## src/rtl/scan_chain_driver_pkg.sv

```systemverilog
// Shared types and helpers for the scan chain driver.
//   state_t   : sequencer state encoding (3-bit)
//   cnt_width : width of the per-phase edge counter for a chain of n flops
package scan_chain_driver_pkg;

  typedef enum logic [2:0] {
    IDLE      = 3'd0,
    SHIFT_IN  = 3'd1,
    CAPTURE   = 3'd2,
    SHIFT_OUT = 3'd3,
    DONE      = 3'd4
  } state_t;

  function automatic int unsigned cnt_width(input int unsigned n);
    return $clog2(n + 1);
  endfunction

endpackage

```

## src/rtl/scan_chain_driver_shreg.sv

```systemverilog
// N-bit register with parallel load and serial right shift.
//   clk, rst_n : clock, asynchronous active-low reset (clears to zero)
//   load, din  : parallel load (has priority over shift)
//   shift, sin : right shift, sin enters the MSB, LSB falls out
//   q          : parallel view; q[0] is the serial output
module scan_chain_driver_shreg
  import scan_chain_driver_pkg::*;
#(
  parameter int unsigned WIDTH = 16
) (
  input  logic             clk,
  input  logic             rst_n,
  input  logic             load,
  input  logic [WIDTH-1:0] din,
  input  logic             shift,
  input  logic             sin,
  output logic [WIDTH-1:0] q
);

  always_ff @(posedge clk or negedge rst_n) begin
    if (!rst_n) begin
      q <= '0;
    end else if (load) begin
      q <= din;
    end else if (shift) begin
      q <= {sin, q[WIDTH-1:1]};
    end
  end

endmodule

```

## src/rtl/scan_chain_driver.sv

```systemverilog
// Scan chain driver: loads a parallel pattern, shifts it into the chain,
// pulses one functional capture cycle, then shifts the chain out into a
// parallel response register.
//   CLK, RN  : clock (shared with the chain), async active-low reset
//   start    : sequence request, sampled only in IDLE
//   pattern  : stimulus; pattern[i] ends in the flop i positions from the tail
//   SE, SI   : scan enable / serial data to the chain head (registered)
//   SO       : Q of the chain tail flop
//   response : captured chain contents; response[i] = flop i from the tail
//   busy     : high in every state except IDLE
//   done     : one-cycle pulse when response becomes valid
//   parity   : XOR of response when SCAN_CHAIN_DRIVER_PARITY_EN is defined,
//              otherwise tied low
module scan_chain_driver
  import scan_chain_driver_pkg::*;
#(
  parameter int unsigned CHAIN_LEN = 16
) (
  input  logic                 CLK,
  input  logic                 RN,
  input  logic                 start,
  input  logic [CHAIN_LEN-1:0] pattern,
  output logic                 SE,
  output logic                 SI,
  input  logic                 SO,
  output logic [CHAIN_LEN-1:0] response,
  output logic                 busy,
  output logic                 done,
  output logic                 parity
);

  localparam int unsigned CW = cnt_width(CHAIN_LEN);

  state_t          state, next_state;
  logic [CW-1:0]   cnt_q;
  logic            last;
  logic            se_d, busy_d, done_d;
  logic [CHAIN_LEN-1:0] stim_q;
  logic            stim_unused;

  assign last = (cnt_q == CW'(CHAIN_LEN - 1));

  // State register plus registered outputs
  always_ff @(posedge CLK or negedge RN) begin
    if (!RN) begin
      state <= IDLE;
      SE    <= 1'b0;
      busy  <= 1'b0;
      done  <= 1'b0;
    end else begin
      state <= next_state;
      SE    <= se_d;
      busy  <= busy_d;
      done  <= done_d;
    end
  end

  always_comb begin
    next_state = state;
    unique case (state)
      IDLE:      if (start) next_state = SHIFT_IN;
      SHIFT_IN:  if (last)  next_state = CAPTURE;
      CAPTURE:              next_state = SHIFT_OUT;
      SHIFT_OUT: if (last)  next_state = DONE;
      DONE:                 next_state = IDLE;
      default:              next_state = IDLE;
    endcase
  end

  // Outputs are decoded from next_state so the flops present them in the
  // same cycle the FSM enters the corresponding state.
  always_comb begin
    se_d   = (next_state == SHIFT_IN) || (next_state == SHIFT_OUT);
    busy_d = (next_state != IDLE);
    done_d = (next_state == DONE);
  end

  always_ff @(posedge CLK or negedge RN) begin
    if (!RN) begin
      cnt_q <= '0;
    end else if (next_state != state) begin
      cnt_q <= '0;
    end else if (state == SHIFT_IN || state == SHIFT_OUT) begin
      cnt_q <= cnt_q + CW'(1);
    end
  end

  // SI is taken straight from the stimulus LSB flop. Zeros shift in behind
  // the pattern, so the register is empty (SI=0) outside SHIFT_IN.
  scan_chain_driver_shreg #(.WIDTH(CHAIN_LEN)) u_stim (
    .clk   (CLK),
    .rst_n (RN),
    .load  (state == IDLE && start),
    .din   (pattern),
    .shift (state == SHIFT_IN),
    .sin   (1'b0),
    .q     (stim_q)
  );

  assign SI = stim_q[0];
  // Upper stimulus bits only feed the shift path inside the register.
  assign stim_unused = ^stim_q[CHAIN_LEN-1:1];

  scan_chain_driver_shreg #(.WIDTH(CHAIN_LEN)) u_resp (
    .clk   (CLK),
    .rst_n (RN),
    .load  (1'b0),
    .din   ('0),
    .shift (state == SHIFT_OUT),
    .sin   (SO),
    .q     (response)
  );

`ifdef SCAN_CHAIN_DRIVER_PARITY_EN
  // Computed from the value response takes at the final shift edge.
  always_ff @(posedge CLK or negedge RN) begin
    if (!RN) begin
      parity <= 1'b0;
    end else if (state == SHIFT_OUT && last) begin
      parity <= ^{SO, response[CHAIN_LEN-1:1]};
    end
  end
`else
  assign parity = 1'b0;
`endif

endmodule

```

## config.mk

```make
export PLATFORM = sky130hd
export DESIGN_NAME = scan_chain_driver
export DESIGN_NICKNAME = d
export VERILOG_FILES = /design/src/rtl/scan_chain_driver_pkg.sv /design/src/rtl/scan_chain_driver_shreg.sv /design/src/rtl/scan_chain_driver.sv
export SDC_FILE = /design/constraint.sdc
export NUM_CORES = 1
export LEC_CHECK = 0
export BUFFER_PORTS_ARGS = -buffer_cell sky130_fd_sc_hd__buf_4
export CAP_MARGIN = 20
export CORE_ASPECT_RATIO = 1.2
export CORE_MARGIN = 10
export CORE_UTILIZATION = 55
export CTS_BUF_LIST = sky130_fd_sc_hd__clkbuf_8 sky130_fd_sc_hd__clkbuf_16
export CTS_CLUSTER_SIZE = 30
export DETAILED_ROUTE_END_ITERATION = 8
export HOLD_SLACK_MARGIN = 0.12
export PLACE_DENSITY_LB_ADDON = 0.05
export SETUP_SLACK_MARGIN = 0.1
export SYNTH_ARGS = -nofsm -noshare
export SYNTH_HDL_FRONTEND = slang
export SYNTH_SLANG_ARGS = --single-unit
```

## constraint.sdc

```tcl
create_clock -name CLK -period 3.19 [get_ports CLK]
set_input_delay 0.638 -clock CLK [delete_from_list [all_inputs] [get_ports CLK]]
set_output_delay 0.638 -clock CLK [all_outputs]
set_load 0.1 [all_outputs]
```

==> flow_metrics.py, run 1 <==
metrics = {
    "setup_path": {
        "crit_fanout": 15,
        "cp.required_ns": 3.32,
        "timing_worst_setup_path_type": "flip-flop to flip-flop",
        "worstPathCellList": "or4b_1 > a22oi_1 > a21oi_1",
        "worst-r2r-setup-slack_ns": 1.17,
        "worstReg2RegStart": "state[0]$_DFF_PN0_",
        "worstPathArrival_ns": 2.16,
        "worst_case_reg_to_reg_path_depth": 3,
        "worstSetupStartpoint": "state[0]$_DFF_PN0_",
        "max_stage_delay_ns": 0.91,
        "timing.rr.end": "u_stim.q[2]$_DFFE_PN0P_",
        "worstSetupEndpointType": "flip-flop",
        "critical-path-slowest-cell": "sky130_fd_sc_hd__or4b_1",
        "critical_path.startpoint_type": "flip-flop",
    },
    "finish": {
        "final_layout_size_suffix_gt1_frac": 0.3906,
        "layout-area-overhead-vs-synth_pct": 20.42,
        "design.final.nets": 213,
        "antennaDiodeCount": 0,
    },
    "global_routing": {
        "grt_overflow_total": 0,
        "grt_pass1_wl_um": 6472,
        "initial_antenna_violation_count": 0,
        "groute.usage.overall": 0.1298,
        "grt_start_max_net_pins": 44,
        "first_global_vias": 1386,
    },
    "placement": {
        "gp_congestion": 0.7587,
        "place.port_buffers": 39,
        "post-dp-hpwl_um": 2715,
    },
    "detailed_routing": {
        "wl_per_cell_um": 16.76,
        "drc_markers": 0,
        "vias": 1300,
        "sum_of_routed_wire_length_over_all_layers_um": 3838,
        "drtIter0Drc": 53,
        "antenna_violating_nets_remaining": 0,
        "dr.pass1.iters": 5,
        "detail_route.vias_per_cell": 5.677,
    },
    "timing": {
        "drv_slew": 0,
        "final_min_period_over_clock_period": 0.6346,
        "slew_headroom": 0.4768,
        "timing.final.setup_violations": 0,
        "max_freq_ghz": 0.4940,
        "fin_setup_tns_ns": 0,
        "finalClockSkew_ns": 0.004579,
        "tightestPinTransition_ns": 0.7844,
        "hold_viol_final": 0,
        "period_minus_slack_ns": 2.024,
        "grt_setup_unrepaired": "false",
    },
    "yosys": {
        "synth.yosys.warnings": 0,
        "synth_edf_count": 0,
        "yosys_most_used_dff": "sky130_fd_sc_hd__dfrtp_1",
        "syn-cell-area_um2": 1863,
        "avgSynthCellArea_um2": 12.10,
        "post-synth-top-area-cell": "sky130_fd_sc_hd__dfrtp_1",
        "netlist-cell-type-count": 31,
        "syn-num-nets": 176,
        "ys_seq_area_frac": 0.5776,
        "postSynthRegisterBits": 43,
        "asyncSetResetFlopFracSynth": 1.000,
        "post_synth_inst_count": 154,
        "dominant_cells_by_area_after_synthesis": "sky130_fd_sc_hd__dfrtp_1, sky130_fd_sc_hd__mux2_2, sky130_fd_sc_hd__a21oi_1",
        "post-synth-top-area-fraction": 0.5776,
    },
    "clocking": {
        "clock_sink_count": 43,
        "hold_buffers": 0,
        "cts_root_buffer": "sky130_fd_sc_hd__clkbuf_8",
        "post_cts_buffers": 0,
        "clock_pin_slew_of_the_registers_on_the_worst_case_setup_and_hold_paths_ns": 0.07,
        "cts_tree": "done",
        "clock_tree.buffer_depth": 2,
        "cts_resized": 0,
        "number_of_buffers_added_by_the_clock_tree_synthesis_step": 5,
        "h-tree-depth": 2,
        "insertion_delay_ns": 0.29,
    },
    "floorplan": {
        "core-area_um2": 3309,
        "die_h_um": 83.76,
        "die_area_um2": 6125,
        "floorplan.die.width_um": 73.13,
        "start_util": 0.5629,
        "row_count": 23,
        "i_o_pin_cnt": 41,
    },
    "status": {
        "status": "finished, final reports clean",
    },
    "hold_path": {
        "min_path_type": "input pin to async pin",
    },
    "flow_run": {
        "max-cap-violations": 0,
    },
}
==> layout by cell type (no fill, tap or decap) <==
master,n
sky130_fd_sc_hd__xnor2_1,1
sky130_fd_sc_hd__nand3b_2,1
sky130_fd_sc_hd__clkinv_2,1
sky130_fd_sc_hd__nand4_1,1
sky130_fd_sc_hd__nor3_1,1
sky130_fd_sc_hd__nor2b_1,2
sky130_fd_sc_hd__and3_1,1
sky130_fd_sc_hd__or2_0,1
sky130_fd_sc_hd__xor2_1,3
sky130_fd_sc_hd__clkbuf_8,5
sky130_fd_sc_hd__and2_0,1
sky130_fd_sc_hd__o21bai_1,1
sky130_fd_sc_hd__dfrtp_1,43
sky130_fd_sc_hd__nor2_1,10
sky130_fd_sc_hd__inv_1,5
sky130_fd_sc_hd__ha_1,2
sky130_fd_sc_hd__mux2i_1,1
sky130_fd_sc_hd__a211oi_1,1
sky130_fd_sc_hd__nand2_1,2
sky130_fd_sc_hd__mux2_2,16
sky130_fd_sc_hd__buf_4,42
sky130_fd_sc_hd__a22oi_2,10
sky130_fd_sc_hd__a21oi_1,30
sky130_fd_sc_hd__nand3_1,1
sky130_fd_sc_hd__a22oi_1,5
sky130_fd_sc_hd__conb_1,1
sky130_fd_sc_hd__and2_1,2
sky130_fd_sc_hd__o21ai_0,1
sky130_fd_sc_hd__or4b_1,1
==> per-layer routing <==
metal	wire (um)	vias to the layer above	global-route usage
met5	0	-	0
met4	44	0	0.04671
met3	341	5	0.06905
met2	1939	33	0.2122
met1	1513	649	0.1356
li1	-	613	-
==> flip-flops by register name (all words and copies together) (netlist names) <==
signal	cells
u_resp.q	16
u_stim.q	16
cnt_q	5
state	3
SE	1
busy	1
done	1
==> Yosys cell counts (all sizes together) (3+ instances only) <==
library cell and n:
nor2 10, dfrtp 43, clkbuf 6, a21oi 30, inv 3, and2 3
buf 6, xor2 3, mux2 16, a22oi 15
==> stage by stage <==
step / setup WS, ns / hold WS, ns / cells / utilization / instance area (um2)
3_5_place_dp: 1.073 / 0.5099 / 221 / 0.6533 / 2162
6_report: 1.166 / 0.3251 / 229 / 0.6779 / 2243
3_3_place_gp: 1.195 / 0.4935 / 221 / 0.6533 / 2162
5_1_grt: 1.043 / 0.3505 / 229 / 0.6779 / 2243
4_1_cts: 1.157 / 0.3366 / 229 / 0.6779 / 2243
2_1_floorplan: 1.541 / 0.3424 / 154 / - / 1863
==> cells by family (layout without fill, tap and decap cells) <==
group | count (synthesis) | count (layout) | synth area share
other cells | 1 | 1 | 0.002013
buf+inv | 15 | 53 | 0.03962
compound gates | 48 | 48 | 0.1786
simple gates | 24 | 24 | 0.06784
xor+xnor | 4 | 4 | 0.01881
flops | 43 | 43 | 0.5776
fa+ha+maj | 2 | 2 | 0.01343
mux | 17 | 17 | 0.1021
==> cell type report <==
cell class / count / area [um2]
clock buffer: 5 / 68.82
clock inverter: 3 / 12.51
fill: 276 / 1066
inverter: 3 / 11.26
multi-input combinational: 96 / 713.2
sequential: 43 / 1076
tap: 37 / 46.29
timing repair buffer: 42 / 315.3
==> worst max-delay path, delay by kind of cell, from the launching register on <==
family / cells / cell delay [ns]
AND/OR/NAND/NOR: 1 / 0.91
AO/OA/AOI/OAI: 2 / 0.41
flip-flops: 1 / 0.54
==> worst max path at each step <==
stage	depth (start not counted)	to
floorplan	5	u_stim.q[10]$_DFFE_PN0P_
global placement	4	u_stim.q[0]$_DFFE_PN0P_
detailed placement	4	u_stim.q[2]$_DFFE_PN0P_
CTS	3	u_stim.q[2]$_DFFE_PN0P_
global route	4	u_stim.q[15]$_DFFE_PN0P_
finish	3	u_stim.q[2]$_DFFE_PN0P_
Power of run 1 is left out: the tool's default activity adds up to more than one toggle a clock period on the data nets, which glitch-free logic cannot reach.
==> inputs of run 2 (changes only) <==
--- a/config.mk
+++ b/config.mk
@@ -9,7 +9,7 @@
 export CAP_MARGIN = 20
 export CORE_ASPECT_RATIO = 1.2
 export CORE_MARGIN = 10
-export CORE_UTILIZATION = 55
+export CORE_UTILIZATION = 48
 export CTS_BUF_LIST = sky130_fd_sc_hd__clkbuf_8 sky130_fd_sc_hd__clkbuf_16
 export CTS_CLUSTER_SIZE = 30
 export DETAILED_ROUTE_END_ITERATION = 8
==> constraint.sdc (replaced) <==
create_clock -name CLK -period 1.69 [get_ports CLK]
set_input_delay 0.338 -clock CLK [delete_from_list [all_inputs] [get_ports CLK]]
set_output_delay 0.338 -clock CLK [all_outputs]
set_load 0.1 [all_outputs]
==> run 2 against run 1 <==
Non-clock buffer count grew 6; global-route usage shrank 1.5 points; clock skew grew 0.0028 ns; routed wire length shrank 0.16%; worst hold slack lost 0.044 ns; via count grew 1.4%; design area grew 4.8%; first-iteration DRC count grew 74%; critical endpoint unchanged.
==> flow_metrics.py, run 2 (synthesized netlist as in run 1, its figures left out) <==
metrics = {
    "status": {
        "status": "finished, final reports clean",
    },
    "placement": {
        "gp_congestion": 0.7511,
        "post-dp-hpwl_um": 2692,
        "placement.cell_area_um2": 2196,
        "place.detailed.instances": 238,
        "place.port_buffers": 39,
    },
    "timing": {
        "hold_viol_final": 0,
        "grt_setup_unrepaired": "false",
        "max_freq_ghz": 0.6626,
        "timing.final.setup_violations": 0,
        "finalClockSkew_ns": 0.007371,
        "slew_headroom": 0.6345,
        "period_minus_slack_ns": 1.509,
        "fin_setup_tns_ns": 0,
        "tightestPinTransition_ns": 0.5482,
        "final_min_period_over_clock_period": 0.8931,
        "drv_slew": 0,
    },
    "global_routing": {
        "grt_pass1_wl_um": 6375,
        "grt_overflow_total": 0,
        "first_global_vias": 1343,
        "grt_start_max_net_pins": 44,
        "groute.usage.overall": 0.1150,
        "initial_antenna_violation_count": 0,
    },
    "setup_path": {
        "critical_path.startpoint_type": "flip-flop",
        "worstSetupEndpointType": "flip-flop",
        "crit_fanout": 15,
        "cp.required_ns": 1.84,
        "worstPathArrival_ns": 1.66,
        "timing_worst_setup_path_type": "flip-flop to flip-flop",
    },
    "detailed_routing": {
        "antenna_violating_nets_remaining": 0,
        "wl_per_cell_um": 15.33,
        "vias": 1318,
        "drtIter0Drc": 92,
        "detail_route.vias_per_cell": 5.272,
        "dr.pass1.iters": 6,
        "sum_of_routed_wire_length_over_all_layers_um": 3832,
        "drc_markers": 0,
    },
    "finish": {
        "design.final.nets": 219,
        "design_area_um2": 2351,
        "antennaDiodeCount": 0,
        "layout-area-overhead-vs-synth_pct": 26.19,
        "leading_cell_type_in_the_layout_fill_and_taps_excluded": "sky130_fd_sc_hd__buf_4",
        "final_layout_size_suffix_gt1_frac": 0.4293,
        "final_cells": 250,
        "num-fill-cells": 334,
        "reg.largest.list": "u_resp.q (16), u_stim.q (16), cnt_q (5)",
        "commonest_cells_after_routing_fill_and_taps_aside": "sky130_fd_sc_hd__buf_4, sky130_fd_sc_hd__dfrtp_1, sky130_fd_sc_hd__a21oi_1, sky130_fd_sc_hd__mux2_2",
    },
    "clocking": {
        "clock_sink_count": 43,
        "number_of_buffers_added_by_the_clock_tree_synthesis_step": 5,
        "cts_root_buffer": "sky130_fd_sc_hd__clkbuf_8",
        "clock_pin_slew_of_the_registers_on_the_worst_case_setup_and_hold_paths_ns": 0.08,
        "insertion_delay_ns": 0.29,
        "cts_tree": "done",
        "h-tree-depth": 2,
        "clock_tree.buffer_depth": 2,
    },
    "floorplan": {
        "core-area_um2": 3694,
        "row_count": 24,
        "floorplan.die.width_um": 76.87,
        "die_h_um": 88.25,
        "i_o_pin_cnt": 41,
        "die_area_um2": 6783,
        "start_util": 0.5044,
    },
    "hold_path": {
        "min_path_type": "input pin to flip-flop",
    },
    "flow_run": {
        "max-cap-violations": 0,
    },
}
==> run 2: what timing repair did <==
item / in CTS / in global routing
endpoints found under the setup margin: 6 / 21
hold endpoints to repair: 43 / 0
pin swaps: 0 / 2
resized for setup: 1 / 6
setup buffers: 2 / 1
hold buffers: 1 / 0
==> run 2: critical path, stage by stage, from the launching register on <==
cell	delay, ns
sky130_fd_sc_hd__dfrtp_1	0.41
sky130_fd_sc_hd__or4b_4	0.55
sky130_fd_sc_hd__buf_8	0.17
sky130_fd_sc_hd__a22oi_1	0.14
sky130_fd_sc_hd__a21oi_1	0.09
==> run 2: worst paths after layout <==
check,startpoint,endpoint,slack (ns),cells after the start
max in group asynchronous,RN,u_resp.q[13]$_DFFE_PN0N_,0.76,2
min reg2reg,u_resp.q[0]$_DFFE_PN0N_,u_resp.q[0]$_DFFE_PN0N_,0.51,1
max,state[1]$_DFF_PN0_,u_stim.q[2]$_DFFE_PN0P_,0.18,4
min,SO,u_resp.q[15]$_DFFE_PN0N_,0.28,2
max reg2reg,state[1]$_DFF_PN0_,u_stim.q[2]$_DFFE_PN0P_,0.18,4
min in group asynchronous,RN,u_stim.q[2]$_DFFE_PN0P_,0.57,2
==> run 2: cell type report <==
cell class | instances | area [um2] | share of cell area
clock buffers | 7 | 96.34 | 0.04098
clock inverters | 1 | 3.754 | 0.001597
inverters | 3 | 11.26 | 0.004790
multi-input cells | 96 | 728.2 | 0.3097
flip-flops and latches | 43 | 1076 | 0.4577
well taps | 52 | 65.06 | 0.02767
repair buffers | 48 | 370.4 | 0.1575
==> run 2: metal layers <==
metal,wire (um),GRT usage,vias up
met1,1670,0.1365,643
li1,-,-,629
met4,51,0.04061,0
met2,1875,0.1865,40
met5,0,0,-
met3,235,0.04564,6
==> run 2: stage by stage <==
step | utilization | setup slack, ns | hold slack [ns]
floorplan | - | 0.1742 | 0.04241
global placement | 0.5945 | 0.1360 | 0.3495
detailed placement | 0.5945 | 0.1051 | 0.3570
CTS | 0.6294 | 0.1078 | 0.2747
global route | 0.6365 | 0.1085 | 0.2768
finish | 0.6365 | 0.1807 | 0.2812
Power of run 2 is left out for the same reason.
==> inputs of run 3 (changes only) <==
--- a/config.mk
+++ b/config.mk
@@ -9,7 +9,7 @@
 export CAP_MARGIN = 20
 export CORE_ASPECT_RATIO = 1.2
 export CORE_MARGIN = 10
-export CORE_UTILIZATION = 48
+export CORE_UTILIZATION = 55
 export CTS_BUF_LIST = sky130_fd_sc_hd__clkbuf_8 sky130_fd_sc_hd__clkbuf_16
 export CTS_CLUSTER_SIZE = 30
 export DETAILED_ROUTE_END_ITERATION = 8
==> constraint.sdc (replaced) <==
create_clock -name CLK -period 1.9 [get_ports CLK]
set_input_delay 0.38 -clock CLK [delete_from_list [all_inputs] [get_ports CLK]]
set_output_delay 0.38 -clock CLK [all_outputs]
set_load 0.1 [all_outputs]
==> run 3 against run 2 <==
Maximum frequency shrank 5.5%; via count decreased by 3.0%; register-to-register slack gained 0.12 ns; worst hold slack improved by 0.034 ns; setup slack improved by 0.12 ns; non-clock buffer count is 3 lower; utilization grew 4.9 points; largest cell class unchanged; highest routed layer unchanged.
==> flow_metrics.py, run 3 (synthesized netlist as in run 1, its figures left out) <==
metrics = {
    "timing": {
        "holdWs_ns": 0.3147,
        "grt_setup_unrepaired": "false",
        "tightestPinTransition_ns": 0.7687,
        "slew_headroom": 0.4872,
        "drv_slew": 0,
        "max_freq_ghz": 0.6262,
        "fin_setup_tns_ns": 0,
        "period_minus_slack_ns": 1.597,
        "hold_viol_final": 0,
        "timing.final.setup_violations": 0,
        "finalClockSkew_ns": 0.003625,
        "final_min_period_over_clock_period": 0.8405,
    },
    "clocking": {
        "cts_root_buffer": "sky130_fd_sc_hd__clkbuf_8",
        "cts_tree": "done",
        "cts_resized": 0,
        "clock_tree.buffer_depth": 2,
        "clock_sink_count": 43,
        "number_of_buffers_added_by_the_clock_tree_synthesis_step": 5,
        "clock_pin_slew_of_the_registers_on_the_worst_case_setup_and_hold_paths_ns": 0.07,
        "h-tree-depth": 2,
        "insertion_delay_ns": 0.29,
        "hold_buffers": 1,
        "post_cts_buffers": 0,
    },
    "placement": {
        "gp_congestion": 0.7568,
        "place.port_buffers": 39,
        "placement.cell_area_um2": 2177,
        "post-dp-hpwl_um": 2526,
    },
    "finish": {
        "leading_cell_type_in_the_layout_fill_and_taps_excluded": "sky130_fd_sc_hd__buf_4",
        "commonest_cells_after_routing_fill_and_taps_aside": "sky130_fd_sc_hd__buf_4, sky130_fd_sc_hd__dfrtp_1, sky130_fd_sc_hd__a21oi_1, sky130_fd_sc_hd__mux2_2",
        "design_area_um2": 2268,
        "num-fill-cells": 271,
        "reg.largest.list": "u_resp.q (16), u_stim.q (16), cnt_q (5)",
        "antennaDiodeCount": 0,
        "final_layout_size_suffix_gt1_frac": 0.3949,
        "layout-area-overhead-vs-synth_pct": 21.76,
        "design.final.nets": 216,
    },
    "global_routing": {
        "grt_start_max_net_pins": 44,
        "first_global_vias": 1392,
        "grt_pass1_wl_um": 6141,
        "groute.usage.overall": 0.1257,
        "grt_overflow_total": 0,
        "initial_antenna_violation_count": 0,
    },
    "setup_path": {
        "crit_path_end": "u_stim.q[2]$_DFFE_PN0P_",
        "worstSetupStartpoint": "state[1]$_DFF_PN0_",
        "worstSetupEndpointType": "flip-flop",
        "cp.required_ns": 2.04,
        "worstReg2RegStart": "state[1]$_DFF_PN0_",
        "critical_path.startpoint_type": "flip-flop",
        "worst_case_reg_to_reg_path_depth": 4,
        "timing.rr.end": "u_stim.q[2]$_DFFE_PN0P_",
        "worstPathArrival_ns": 1.74,
        "timing_worst_setup_path_type": "flip-flop to flip-flop",
        "crit_fanout": 15,
        "worst-r2r-setup-slack_ns": 0.30,
    },
    "floorplan": {
        "die_h_um": 83.76,
        "start_util": 0.5629,
        "row_count": 23,
        "i_o_pin_cnt": 41,
        "die_area_um2": 6125,
        "core-area_um2": 3309,
        "floorplan.die.width_um": 73.13,
    },
    "detailed_routing": {
        "wl_per_cell_um": 15.56,
        "sum_of_routed_wire_length_over_all_layers_um": 3610,
        "detail_route.vias_per_cell": 5.509,
        "dr.pass1.iters": 4,
        "antenna_violating_nets_remaining": 0,
        "vias": 1278,
        "drtIter0Drc": 68,
        "drc_markers": 0,
    },
    "flow_run": {
        "max-cap-violations": 0,
    },
    "hold_path": {
        "min_path_type": "input pin to flip-flop",
        "holdCritStartpoint": "pattern[15]",
    },
    "status": {
        "status": "finished, final reports clean",
    },
}
[run 3: through the flow]
| step | worst slack, ns | std cells | utilization |
|---|---|---|---|
| after floorplan | 0.3842 | 154 | - |
| after global placement | 0.3526 | 223 | 0.6578 |
| after detailed placement | 0.3098 | 223 | 0.6578 |
| after CTS | 0.3010 | 232 | 0.6854 |
| after global routing | 0.1595 | 232 | 0.6854 |
| final | 0.3030 | 232 | 0.6854 |
[run 3: final cells by class]
| cell class | instances | area [um2] | share of cell area |
|---|---|---|---|
| clock buffers | 5 | 68.82 | 0.03034 |
| clock inverters | 3 | 12.51 | 0.005516 |
| inverters | 3 | 11.26 | 0.004964 |
| multi-input cells | 96 | 713.2 | 0.3144 |
| flip-flops and latches | 43 | 1076 | 0.4744 |
| well taps | 37 | 46.29 | 0.02041 |
| repair buffers | 45 | 340.3 | 0.1500 |
[run 3: how the worst min path moves through the flow]
stage / cells after the start / end / slack (ns)
3_5_place_dp: 1 / u_stim.q[2]$_DFFE_PN0P_ / 0.39
4_1_cts: 3 / u_stim.q[15]$_DFFE_PN0P_ / 0.31
6_report: 3 / u_stim.q[15]$_DFFE_PN0P_ / 0.31
5_1_grt: 2 / u_resp.q[15]$_DFFE_PN0N_ / 0.31
2_1_floorplan: 0 / SE$_DFF_PN0_ / 0.08
3_3_place_gp: 1 / u_stim.q[0]$_DFFE_PN0P_ / 0.39
[run 3: critical path, stage by stage (launching register included)]
cell                      delay (ns)
sky130_fd_sc_hd__dfrtp_1        0.44
sky130_fd_sc_hd__or4b_1         0.53
sky130_fd_sc_hd__buf_4          0.22
sky130_fd_sc_hd__a22oi_1        0.17
sky130_fd_sc_hd__a21oi_1        0.09
[run 3: metal layers]
layer | vias up | wire length, um | GRT usage
li1 | 621 | - | -
met1 | 611 | 1406 | 0.1193
met2 | 40 | 1807 | 0.2153
met3 | 6 | 341 | 0.07024
met4 | 0 | 55 | 0.04671
met5 | - | 0 | 0
Power of run 3 is left out for the same reason.
